<file path="src/rtl/gerenciador_vidas.sv">
// -----------------------------------------------------------------------------
// gerenciador_vidas
//   Life manager for the game datapath. It holds the player's life count,
//   takes hit (dano) and extra-life (bonus) events, opens an invulnerability
//   window after each accepted hit, and flags game over. It also emits
//   one-cycle event pulses for the control unit and the HUD.
//
// Parameters
//   N           width of the life count
//   VIDAS_INI   life count after clr   (1 <= VIDAS_INI <= VIDAS_MAX)
//   VIDAS_MAX   saturation ceiling      (VIDAS_MAX <= 2**N-1)
//   INV_CICLOS  enabled cycles of invulnerability after an accepted hit (>= 1)
//
// Ports
//   clock        in   system clock; all state changes on its rising edge
//   clr          in   synchronous active-high reset
//   ld           in   load D into the life count
//   D            in   load value (N bits)
//   en           in   game-running enable; 0 freezes all state and the timer
//   dano         in   hit event, level-sampled on each edge
//   bonus        in   extra-life event, level-sampled on each edge
//   vidas        out  current life count (registered)
//   invulneravel out  high during the post-hit window (registered)
//   game_over    out  high while in FIM (registered)
//   perdeu_vida  out  one-cycle pulse: a life was removed on this edge
//   ganhou_vida  out  one-cycle pulse: a life was added on this edge
//   dbg_estado   out  current FSM state, for debug and checkers
//
// Event interface: there is no valid/ready handshake. dano and bonus are plain
// levels. Each rising edge with en=1 (and no clr/ld) consumes whatever level is
// present. A held level is therefore seen again on the next enabled edge.
// -----------------------------------------------------------------------------
module gerenciador_vidas #(
  parameter int N          = 4,
  parameter int VIDAS_INI  = 3,
  parameter int VIDAS_MAX  = 5,
  parameter int INV_CICLOS = 4
) (
  input  logic         clock,
  input  logic         clr,
  input  logic         ld,
  input  logic [N-1:0] D,
  input  logic         en,
  input  logic         dano,
  input  logic         bonus,
  output logic [N-1:0] vidas,
  output logic         invulneravel,
  output logic         game_over,
  output logic         perdeu_vida,
  output logic         ganhou_vida,
  output logic [1:0]   dbg_estado
);

  localparam int TW = $clog2(INV_CICLOS + 1);

  localparam logic [N-1:0]  VIDA_UM   = N'(1);
  localparam logic [N-1:0]  VIDA_INI  = N'(VIDAS_INI);
  localparam logic [N-1:0]  VIDA_MAX  = N'(VIDAS_MAX);
  localparam logic [TW-1:0] TIMER_INI = TW'(INV_CICLOS);
  localparam logic [TW-1:0] TIMER_UM  = TW'(1);

  typedef enum logic [1:0] {
    ATIVO = 2'd0,
    INVUL = 2'd1,
    FIM   = 2'd2
  } estado_t;

  estado_t       r_estado;
  logic [TW-1:0] r_timer;
  logic [N-1:0]  r_vidas;
  logic          r_invul;
  logic          r_game_over;
  logic          r_perdeu;
  logic          r_ganhou;

  logic          w_pode_ganhar;
  logic [N-1:0]  w_ld_valor;

  assign w_pode_ganhar = (r_vidas < VIDA_MAX);
  // Loads above the ceiling saturate instead of being rejected.
  assign w_ld_valor    = (D > VIDA_MAX) ? VIDA_MAX : D;

  always_ff @(posedge clock) begin
    if (clr) begin
      r_vidas     <= VIDA_INI;
      r_estado    <= ATIVO;
      r_timer     <= '0;
      r_invul     <= 1'b0;
      r_game_over <= 1'b0;
      r_perdeu    <= 1'b0;
      r_ganhou    <= 1'b0;
    end else if (ld) begin
      r_vidas  <= w_ld_valor;
      r_timer  <= '0;
      r_invul  <= 1'b0;
      r_perdeu <= 1'b0;
      r_ganhou <= 1'b0;
      if (w_ld_valor == '0) begin
        r_estado    <= FIM;
        r_game_over <= 1'b1;
      end else begin
        r_estado    <= ATIVO;
        r_game_over <= 1'b0;
      end
    end else if (en) begin
      r_perdeu <= 1'b0;
      r_ganhou <= 1'b0;
      case (r_estado)
        ATIVO: begin
          if (dano && bonus) begin
            // Hit and bonus cancel on the count, but the hit still opens the
            // window. The count is unchanged, so FIM cannot be reached here.
            r_estado <= INVUL;
            r_timer  <= TIMER_INI;
            r_invul  <= 1'b1;
          end else if (dano) begin
            r_vidas  <= r_vidas - VIDA_UM;
            r_perdeu <= 1'b1;
            if (r_vidas == VIDA_UM) begin
              r_estado    <= FIM;
              r_game_over <= 1'b1;
              r_invul     <= 1'b0;
            end else begin
              r_estado <= INVUL;
              r_timer  <= TIMER_INI;
              r_invul  <= 1'b1;
            end
          end else if (bonus && w_pode_ganhar) begin
            r_vidas  <= r_vidas + VIDA_UM;
            r_ganhou <= 1'b1;
          end
        end
        INVUL: begin
          // Hits are ignored during the window. Bonuses are still honoured.
          r_timer <= r_timer - TIMER_UM;
          if (r_timer == TIMER_UM) begin
            r_estado <= ATIVO;
            r_invul  <= 1'b0;
          end
          if (bonus && w_pode_ganhar) begin
            r_vidas  <= r_vidas + VIDA_UM;
            r_ganhou <= 1'b1;
          end
        end
        FIM: begin
          r_vidas <= '0;
        end
        default: begin
          // An unreachable encoding recovers into a safe, idle state.
          r_estado    <= ATIVO;
          r_timer     <= '0;
          r_invul     <= 1'b0;
          r_game_over <= 1'b0;
        end
      endcase
    end else begin
      // Frozen: all state holds, and pulses never stretch across a stall.
      r_perdeu <= 1'b0;
      r_ganhou <= 1'b0;
    end
  end

  assign vidas        = r_vidas;
  assign invulneravel = r_invul;
  assign game_over    = r_game_over;
  assign perdeu_vida  = r_perdeu;
  assign ganhou_vida  = r_ganhou;
  assign dbg_estado   = r_estado;

endmodule

</file>
<file path="config.mk">
export PLATFORM = sky130hd
export DESIGN_NAME = gerenciador_vidas
export DESIGN_NICKNAME = d
export VERILOG_FILES = /design/src/rtl/gerenciador_vidas.sv
export SDC_FILE = /design/constraint.sdc
export NUM_CORES = 1
export LEC_CHECK = 0
export CAP_MARGIN = 25
export CORE_ASPECT_RATIO = 1.4
export CORE_MARGIN = 5
export CORE_UTILIZATION = 40
export DETAILED_ROUTE_END_ITERATION = 10
export GPL_ROUTABILITY_DRIVEN = 1
export PLACE_DENSITY = 0.73
export SLEW_MARGIN = 5
export SYNTH_ARGS = -nofsm -noshare
export SYNTH_HDL_FRONTEND = slang
export SYNTH_SLANG_ARGS = --single-unit
</file>
<file path="constraint.sdc">
create_clock -name clock -period 2.4 [get_ports clock]
set_input_delay 0.48 -clock clock [delete_from_list [all_inputs] [get_ports clock]]
set_output_delay 0.48 -clock clock [all_outputs]
set_load 0.01 [all_outputs]
</file>
==> flow_summary.ini, run 1 <==
[global_routing]
grt_pass1_vias = 872
grt_overflow_total = 0
grt_pass1_wl_um = 3630
antenna_found_initial = 0
grtUsageTotal_pct = 13.8
grt_start_max_net_pins = 11

[floorplanning]
pin_count = 20
rows = 20
core_area_um2 = 2200
die_w_um = 50.6
die_area_um2 = 3390
die_h_um = 66.9
initial_utilization_pct = 42.0

[setup_path]
arrival_ns = 2.20
cp-start-kind = flop
critical_path_class = reg2reg
cp_max_fo = 8
worstSetupEndpointType = flop
crit_required_ns = 2.62

[power]
total_leakage_power_nw = 0.438
finalPower_mw = 0.534
p_per_area_nw_per_um2 = 466
vdd_drop_max_uv = 321

[clocking]
cts_buffers = 3
clk-insertion-delay-late_ns = 0.28
ctsLongestPathBuffers = 2
htreeDepth = 1
ctsHoldBuffers = 0
path_clk_slew_ns = 0.08
cts_tree = built
cts_resized = 0
cts_root_buf = clkbuf_4
postCtsSetupBuffers = 0
cts.sink_count = 13

[sta]
finalHoldViolations = 0
final_max_slew_viol_count = 0
slew_headroom_pct = 77.9
finClkSkew_ns = 0.000643
finalSetupViolations = 0
worst_pin_slew_ns = 0.332
fmax_mhz = 504
rsz0062_at_grt = false
fin_crit_sh_pct = 82.6
min_period_ns = 1.98
finalSetupTns_ns = 0

[synth]
synth_seq_area_share_pct = 28.1
ys_warn_count = 0
netlist_instances = 112
synth_edf_count = 0
synth_seq_cells = 13
synth_area_um2 = 925
async_flop_share_pct = 0
yosysUniqueCellTypes = 39
syn_area_per_cell_um2 = 8.26
ys.flop_type = dfxtp_1
syn_nets = 130

[routing]
route.detailed.drc = 0
antenna_left = 0
post_drt_wl_per_cell_um = 13.6
vias_per_cell = 5.73
wirelength_um = 2100
dr.pass1.iters = 4
num_vias = 882
drt_iter0_drc = 18

[finish]
layout_common_cells = 19 x clkdlybuf4s50_1, 13 x dfxtp_1, 10 x inv_1
antenna_cells = 0
area_delta_synth_final_pct = 24.1
fin_area_um2 = 1150
fillers = 213
multi_input_area_um2 = 598
seq_area_um2 = 260
layout.nets = 151
drive_gt1_share_pct = 7.58
layout_commonest_cell = clkdlybuf4s50_1

[placement]
io_buffer_count = 19
dpl-instance-area_um2 = 1120
gp_congestion = 0.862
dp_hpwl_um = 1690

[run_status]
status = completed

[min_path]
hp-class = reg2reg

[flow_run]
cap_viol_max_count = 0
[routing by layer]
metal | routed length (um) | global-route usage [%] | vias to the layer above
li1 | - | - | 457
met1 | 892 | 14.6 | 396
met2 | 1070 | 24.2 | 23
met3 | 83 | 2.91 | 6
met4 | 51 | 8.63 | 0
met5 | 0 | 0 | -
[where the power goes]
part           total [mW]  switching, mW  internal (mW)
Sequential          0.238         0.0129          0.225
Combinational       0.156         0.0809         0.0754
Clock               0.140         0.0751         0.0646
Total               0.534          0.169          0.365
[metrics by stage]
stage               instances  hold slack [ns]  util (%)  worst slack [ns]
floorplan                 112            0.448         -             0.521
global placement          150            0.448      50.9             0.262
detailed placement        150            0.451      50.9             0.233
CTS                       154            0.463      52.1             0.420
global route              154            0.482      52.1             0.279
finish                    154            0.457      52.1             0.418
[synth_stat cells (2+ instances only)]
cell type | instances | area (um2)
buf_2 | 2 | 10.0
nand2b_1 | 3 | 18.8
a211oi_1 | 3 | 22.5
dfxtp_1 | 13 | 260
nor3_1 | 3 | 15.0
o211ai_1 | 2 | 15.0
nor2_1 | 4 | 15.0
nand3_1 | 4 | 20.0
and3b_2 | 2 | 20.0
a21o_1 | 3 | 22.5
o32ai_1 | 2 | 17.5
and3_1 | 2 | 12.5
inv_1 | 10 | 37.5
nand4_1 | 3 | 18.8
a31oi_1 | 3 | 18.8
nand2_1 | 8 | 30.0
or4_1 | 3 | 22.5
a211o_1 | 3 | 26.3
nor2b_1 | 3 | 18.8
a21oi_1 | 8 | 40.0
ha_1 | 8 | 100
o21ai_0 | 3 | 15.0
[state kept, by name, indices dropped and copies added (netlist names)]
| name | cells |
|---|---|
| invulneravel | 1 |
| vidas | 4 |
| r_timer | 3 |
| game_over | 1 |
| ganhou_vida | 1 |
| perdeu_vida | 1 |
| dbg_estado | 2 |
[worst max-delay path: stages, from the launching register on]
cell and delay, ns:
dfxtp_1 0.38, inv_1 0.08, ha_1 0.35, nand2b_1 0.27
or4_1 0.44, a211o_1 0.27, a21oi_1 0.13
[path summary, 6_finish.rpt]
kind	start	endpoint	slack (ns)	cells after the start
worst max-delay path	dbg_estado[0]$_SDFFE_PP0P_	vidas[3]$_SDFFE_PP0P_	0.42	6
worst min-delay path	invulneravel$_SDFFE_PP0P_	invulneravel$_SDFFE_PP0P_	0.46	2
worst max register to register	dbg_estado[0]$_SDFFE_PP0P_	vidas[3]$_SDFFE_PP0P_	0.42	6
worst min register to register	invulneravel$_SDFFE_PP0P_	invulneravel$_SDFFE_PP0P_	0.46	2
[logic make-up after synthesis]
kind of cell | Yosys count | synth area share, %
flops | 13 | 28.1
xor+xnor | 1 | 0.947
buf+inv | 14 | 7.17
fa+ha+maj | 8 | 10.8
compound gates | 34 | 26.8
simple gates | 42 | 26.1
[final cells by class]
class                           count  area share [%]
Inverter                           10            3.27
Timing Repair Buffer               20            17.2
Multi-Input combinational cell     85            52.1
Sequential cell                    13            22.7
Tap cell                           22            2.40
Clock buffer                        4            2.29
Note: power is estimated with default switching activity, not from simulation.
==> run 2: changes to the inputs <==
PLACE_DENSITY = 0.76   (was 0.73)
clock period = 1.6 ns   (was 2.4 ns; I/O delays follow)
==> flow_summary.ini, run 2 (same netlist as run 1, synthesis figures left out) <==
[run_status]
status = finished with violations
violations = setup timing

[global_routing]
grt_pass1_wl_um = 4630
use_met3_pct = 2.46
busiest_layer = met2
grt_pass1_vias = 1153
met2_usage_pct = 34.3
gr-usage-met1_pct = 16.4
grtUsageTotal_pct = 17.4
grt_overflow_total = 0
antenna_found_initial = 0
grt_start_max_net_pins = 11

[finish]
layout.nets = 185
area_delta_synth_final_pct = 65.6
layout_commonest_cell = buf_4
antenna_cells = 0
fillers = 173
fin_area_um2 = 1530
layout.cells.non_filler = 188
layout_common_cells = 34 x buf_4, 15 x clkdlybuf4s50_1, 8 x nand2_1, 8 x dfxtp_1
drive_gt1_share_pct = 40.4
largest_reg_flops = 4
post-route-util_pct = 69.5

[setup_path]
crit_required_ns = 1.77
arrival_ns = 1.90
r2r-start = dbg_estado[0]$_SDFFE_PP0P_
rr_endpoint = vidas[3]$_SDFFE_PP0P_
cp-start-kind = primary input
max_stage_delay_ns = 0.47
slowest_stage = clkdlybuf4s50_1
ff2ff_setup_slack_ns = -0.08
cp_cell_sequence = clkdlybuf4s50_1 -> nor2b_1 -> buf_4 -> nand2_1 -> a2111o_1 -> o311ai_2
worstSetupEndpointType = flop
critical_path_class = in2reg
cp_top_family = buffers and inverters
r2r_cells = 6
cp_max_fo = 3
crit_buf_inv = 2

[routing]
num_vias = 1086
drt_iter0_drc = 23
route.detailed.drc = 0
post_drt_wl_per_cell_um = 15.7
dr.pass1.iters = 4
wirelength_um = 2950
vias_per_cell = 5.78
antenna_left = 0

[sta]
final_max_slew_viol_count = 0
finalHoldViolations = 0
finalSetupViolations = 5
fin_ws_ns = -0.128
rsz0062_at_grt = true
fin_crit_sh_pct = 108
min_period_ns = 1.73
finClkSkew_ns = 0.0113
worst_pin_slew_ns = 0.355
slew_headroom_pct = 76.2
fmax_mhz = 579

[power]
total_leakage_power_nw = 0.624
p_per_area_nw_per_um2 = 627
finalPower_mw = 0.959
vdd_drop_max_uv = 463

[clocking]
cts_buffers = 3
cts_tree = built
cts.sink_count = 13
clk-insertion-delay-late_ns = 0.28
cts_root_buf = clkbuf_4
ctsLongestPathBuffers = 2
path_clk_slew_ns = 0.09
htreeDepth = 1
ctsHoldBuffers = 0

[min_path]
min_from = invulneravel$_SDFFE_PP0P_
min_to = invulneravel$_SDFFE_PP0P_
hp-class = reg2reg
hold_path_depth = 2

[floorplanning]
die_w_um = 50.6
initial_utilization_pct = 42.0
pin_count = 20
die_area_um2 = 3390
rows = 20
core_area_um2 = 2200
die_h_um = 66.9

[flow_run]
cap_viol_max_count = 0

[placement]
dp_hpwl_um = 2260
dpl-instance-area_um2 = 1420
pre_cts_slack_ns = -0.346
io_buffer_count = 19
dpl.cell_count = 180
gp_congestion = 0.946
[run 2: cell types whose count changed in the layout (fill, tap and decap cells not counted), moves of 3 or more]
cell             previous run  this run
buf_4                       1        34
clkdlybuf4s50_1            19        15
dfxtp_1                    13         8
dfxtp_4                     0         5
dlygate4sd2_1               0         4
ha_1                        8         4
ha_4                        0         3
inv_1                      10         6
[run 2: what timing repair did]
item	CTS	global route
gates resized for setup	10	10
setup endpoints to repair	13	11
pin swaps	0	5
buffers inserted	0	4
hold endpoints to repair	0	0
[run 2: worst max path at each step]
stage / start / end / cells past startpoint
2_1_floorplan: dbg_estado[1]$_SDFFE_PP0P_ / vidas[3]$_SDFFE_PP0P_ / 7
3_3_place_gp: dano / vidas[1]$_SDFFE_PP1P_ / 5
3_5_place_dp: dano / r_timer[1]$_SDFFE_PP0P_ / 5
4_1_cts: dbg_estado[1]$_SDFFE_PP0P_ / vidas[3]$_SDFFE_PP0P_ / 6
5_1_grt: bonus / vidas[0]$_SDFFE_PP1P_ / 6
6_report: bonus / vidas[0]$_SDFFE_PP1P_ / 6
[run 2: layer usage]
metal  share of wire, %  vias up  wire [um]
li1                   -      522          -
met1                 35      515       1040
met2                 57       35       1670
met3                4.4       14        129
met4                3.7        0        110
met5                  0        -          0
[run 2: area by class of cell]
type	count	area, um2	area share (%)
Multi-Input combinational cell	85	704	46.0
Timing Repair Buffer	54	452	29.5
Sequential cell	13	279	18.2
Inverter	10	42.5	2.78
Tap cell	22	27.5	1.80
Clock buffer	4	26.3	1.72
[run 2: worst min-delay path: cells and delay by family (launching register included)]
kind,cells,cell delay (ns)
compound gates,1,0.05
flops,1,0.32
simple gates,1,0.05
[run 2: power by group]
part / internal (mW) / leakage [nW] / switching, mW
clock network: 0.0968 / 0.0150 / 0.115
registers: 0.337 / 0.108 / 0.0174
logic: 0.217 / 0.501 / 0.176
[run 2: through the flow]
stage / hold WS (ns) / TNS, ns
after floorplan: 0.383 / -0.0975
after global placement: 0.439 / -2.58
after detailed placement: 0.451 / -3.14
after CTS: 0.463 / -0.191
after global routing: 0.500 / -0.816
final: 0.459 / -0.326
==> run 3: changes to the inputs <==
CORE_UTILIZATION = 30   (was 40)
PLACE_DENSITY = 0.6   (was 0.76)
==> flow_summary.ini, run 3 (same netlist as run 1, synthesis figures left out) <==
[routing]
dr.pass1.iters = 4
wirelength_um = 2700
num_vias = 1010
drt_iter0_drc = 22
vias_per_cell = 5.26
post_drt_wl_per_cell_um = 14.1
antenna_left = 0
route.detailed.drc = 0

[clocking]
cts_root_buf = clkbuf_8
cts_tree = built
cts_buffers = 3
cts.sink_count = 13
ctsHoldBuffers = 0
path_clk_slew_ns = 0.06
ctsLongestPathBuffers = 2
htreeDepth = 1
clk-insertion-delay-late_ns = 0.25

[placement]
dpl-instance-area_um2 = 1390
io_buffer_count = 19
dp_hpwl_um = 2100
gp_congestion = 0.840
pre_cts_slack_ns = -0.388
dpl.cell_count = 188

[global_routing]
grtUsageTotal_pct = 13.1
grt_pass1_wl_um = 4440
grt_start_max_net_pins = 11
grt_overflow_total = 0
grt_pass1_vias = 979
antenna_found_initial = 0

[floorplanning]
die_area_um2 = 4310
core_area_um2 = 2910
die_w_um = 56.9
die_h_um = 75.7
initial_utilization_pct = 31.8
rows = 23
pin_count = 20

[finish]
drive_gt1_share_pct = 37.4
area_delta_synth_final_pct = 60.9
antenna_cells = 0
largest_reg_flops = 4
post-route-util_pct = 51.2
layout.cells.non_filler = 192
layout_commonest_cell = buf_4
layout.nets = 174
layout_common_cells = 23 x buf_4, 14 x clkdlybuf4s50_1, 8 x nand2_1, 8 x dfxtp_1, 7 x a21oi_1
fin_area_um2 = 1490

[sta]
rsz0062_at_grt = true
min_period_ns = 1.67
finClkSkew_ns = 0.00364
finalSetupViolations = 3
fmax_mhz = 599
worst_pin_slew_ns = 0.318
final_max_slew_viol_count = 0
fin_ws_ns = -0.0699
slew_headroom_pct = 78.8
fin_crit_sh_pct = 104
finalHoldViolations = 0

[setup_path]
startpoint = dbg_estado[1]$_SDFFE_PP0P_
slowest_stage = or4_4
rr_endpoint = vidas[3]$_SDFFE_PP0P_
crit_required_ns = 1.79
critical_path_class = reg2reg
worstSetupEndpointType = flop
crit_buf_inv = 1
max_stage_delay_ns = 0.42
ff2ff_setup_slack_ns = -0.07
path_depth = 6
crit_end = vidas[3]$_SDFFE_PP0P_
cp_top_family = simple AND/OR/NAND/NOR gates
r2r-start = dbg_estado[1]$_SDFFE_PP0P_
arrival_ns = 1.86
r2r_cells = 6
cp_cell_sequence = inv_4 -> ha_4 -> nand2b_4 -> or4_4 -> a211o_1 -> a21oi_2
cp_max_fo = 5
cp-start-kind = flop

[run_status]
status = finished with violations
violations = setup timing

[power]
total_leakage_power_nw = 0.610
vdd_drop_max_uv = 266
p_per_area_nw_per_um2 = 681

[min_path]
hold_path_depth = 3
hp-class = in2reg

[flow_run]
cap_viol_max_count = 0
[run 3: timing repair]
item | in CTS | in global routing
pin swaps | 1 | 3
resized for setup | 6 | 13
buffers inserted | 0 | 0
setup endpoints to repair | 8 | 11
[run 3: area by class of cell]
type                    instances  area, um2
clock buffers                   3       41.3
repair buffers                 43        383
inverters                      10       40.0
well taps                      37       46.3
clock inverters                 1       5.00
fillers                       278       1420
multi-input cells              85        696
flip-flops and latches         13        277
[run 3: layer usage]
metal,part of all wire (%),GRT usage [%]
met1,44,15.8
met2,50,22.4
met3,4.0,2.37
met4,2.0,6.96
met5,0,0
[run 3: worst min-delay path by stage]
stage	startpoint	end	slack, ns
finish	bonus	perdeu_vida$_SDFF_PP0_	0.43
global route	bonus	perdeu_vida$_SDFF_PP0_	0.45
CTS	invulneravel$_SDFFE_PP0P_	invulneravel$_SDFFE_PP0P_	0.47
detailed placement	invulneravel$_SDFFE_PP0P_	invulneravel$_SDFFE_PP0P_	0.47
global placement	invulneravel$_SDFFE_PP0P_	invulneravel$_SDFFE_PP0P_	0.46
floorplan	clr	dbg_estado[1]$_SDFFE_PP0P_	0.38
[run 3: worst reg2reg max path, stage by stage, from the launching register on]
cell and delay, ns:
dfxtp_4 0.35, inv_4 0.04, ha_4 0.25, nand2b_4 0.16
or4_4 0.42, a211o_1 0.28, a21oi_2 0.11
[run 3: power breakdown]
group          switching [mW]  internal, mW
clock network           0.134         0.173
registers              0.0158         0.338
logic                   0.162         0.191
[run 3: metrics by stage]
| stage | power (mW) | setup TNS [ns] | hold slack, ns |
|---|---|---|---|
| global placement | 0.691 | -2.84 | 0.457 |
| global route | 1.06 | -0.398 | 0.453 |
| floorplan | 0.538 | -0.0975 | 0.383 |
| detailed placement | 0.699 | -3.19 | 0.466 |
| finish | 1.01 | -0.149 | 0.427 |
| CTS | 1.01 | -0.109 | 0.474 |
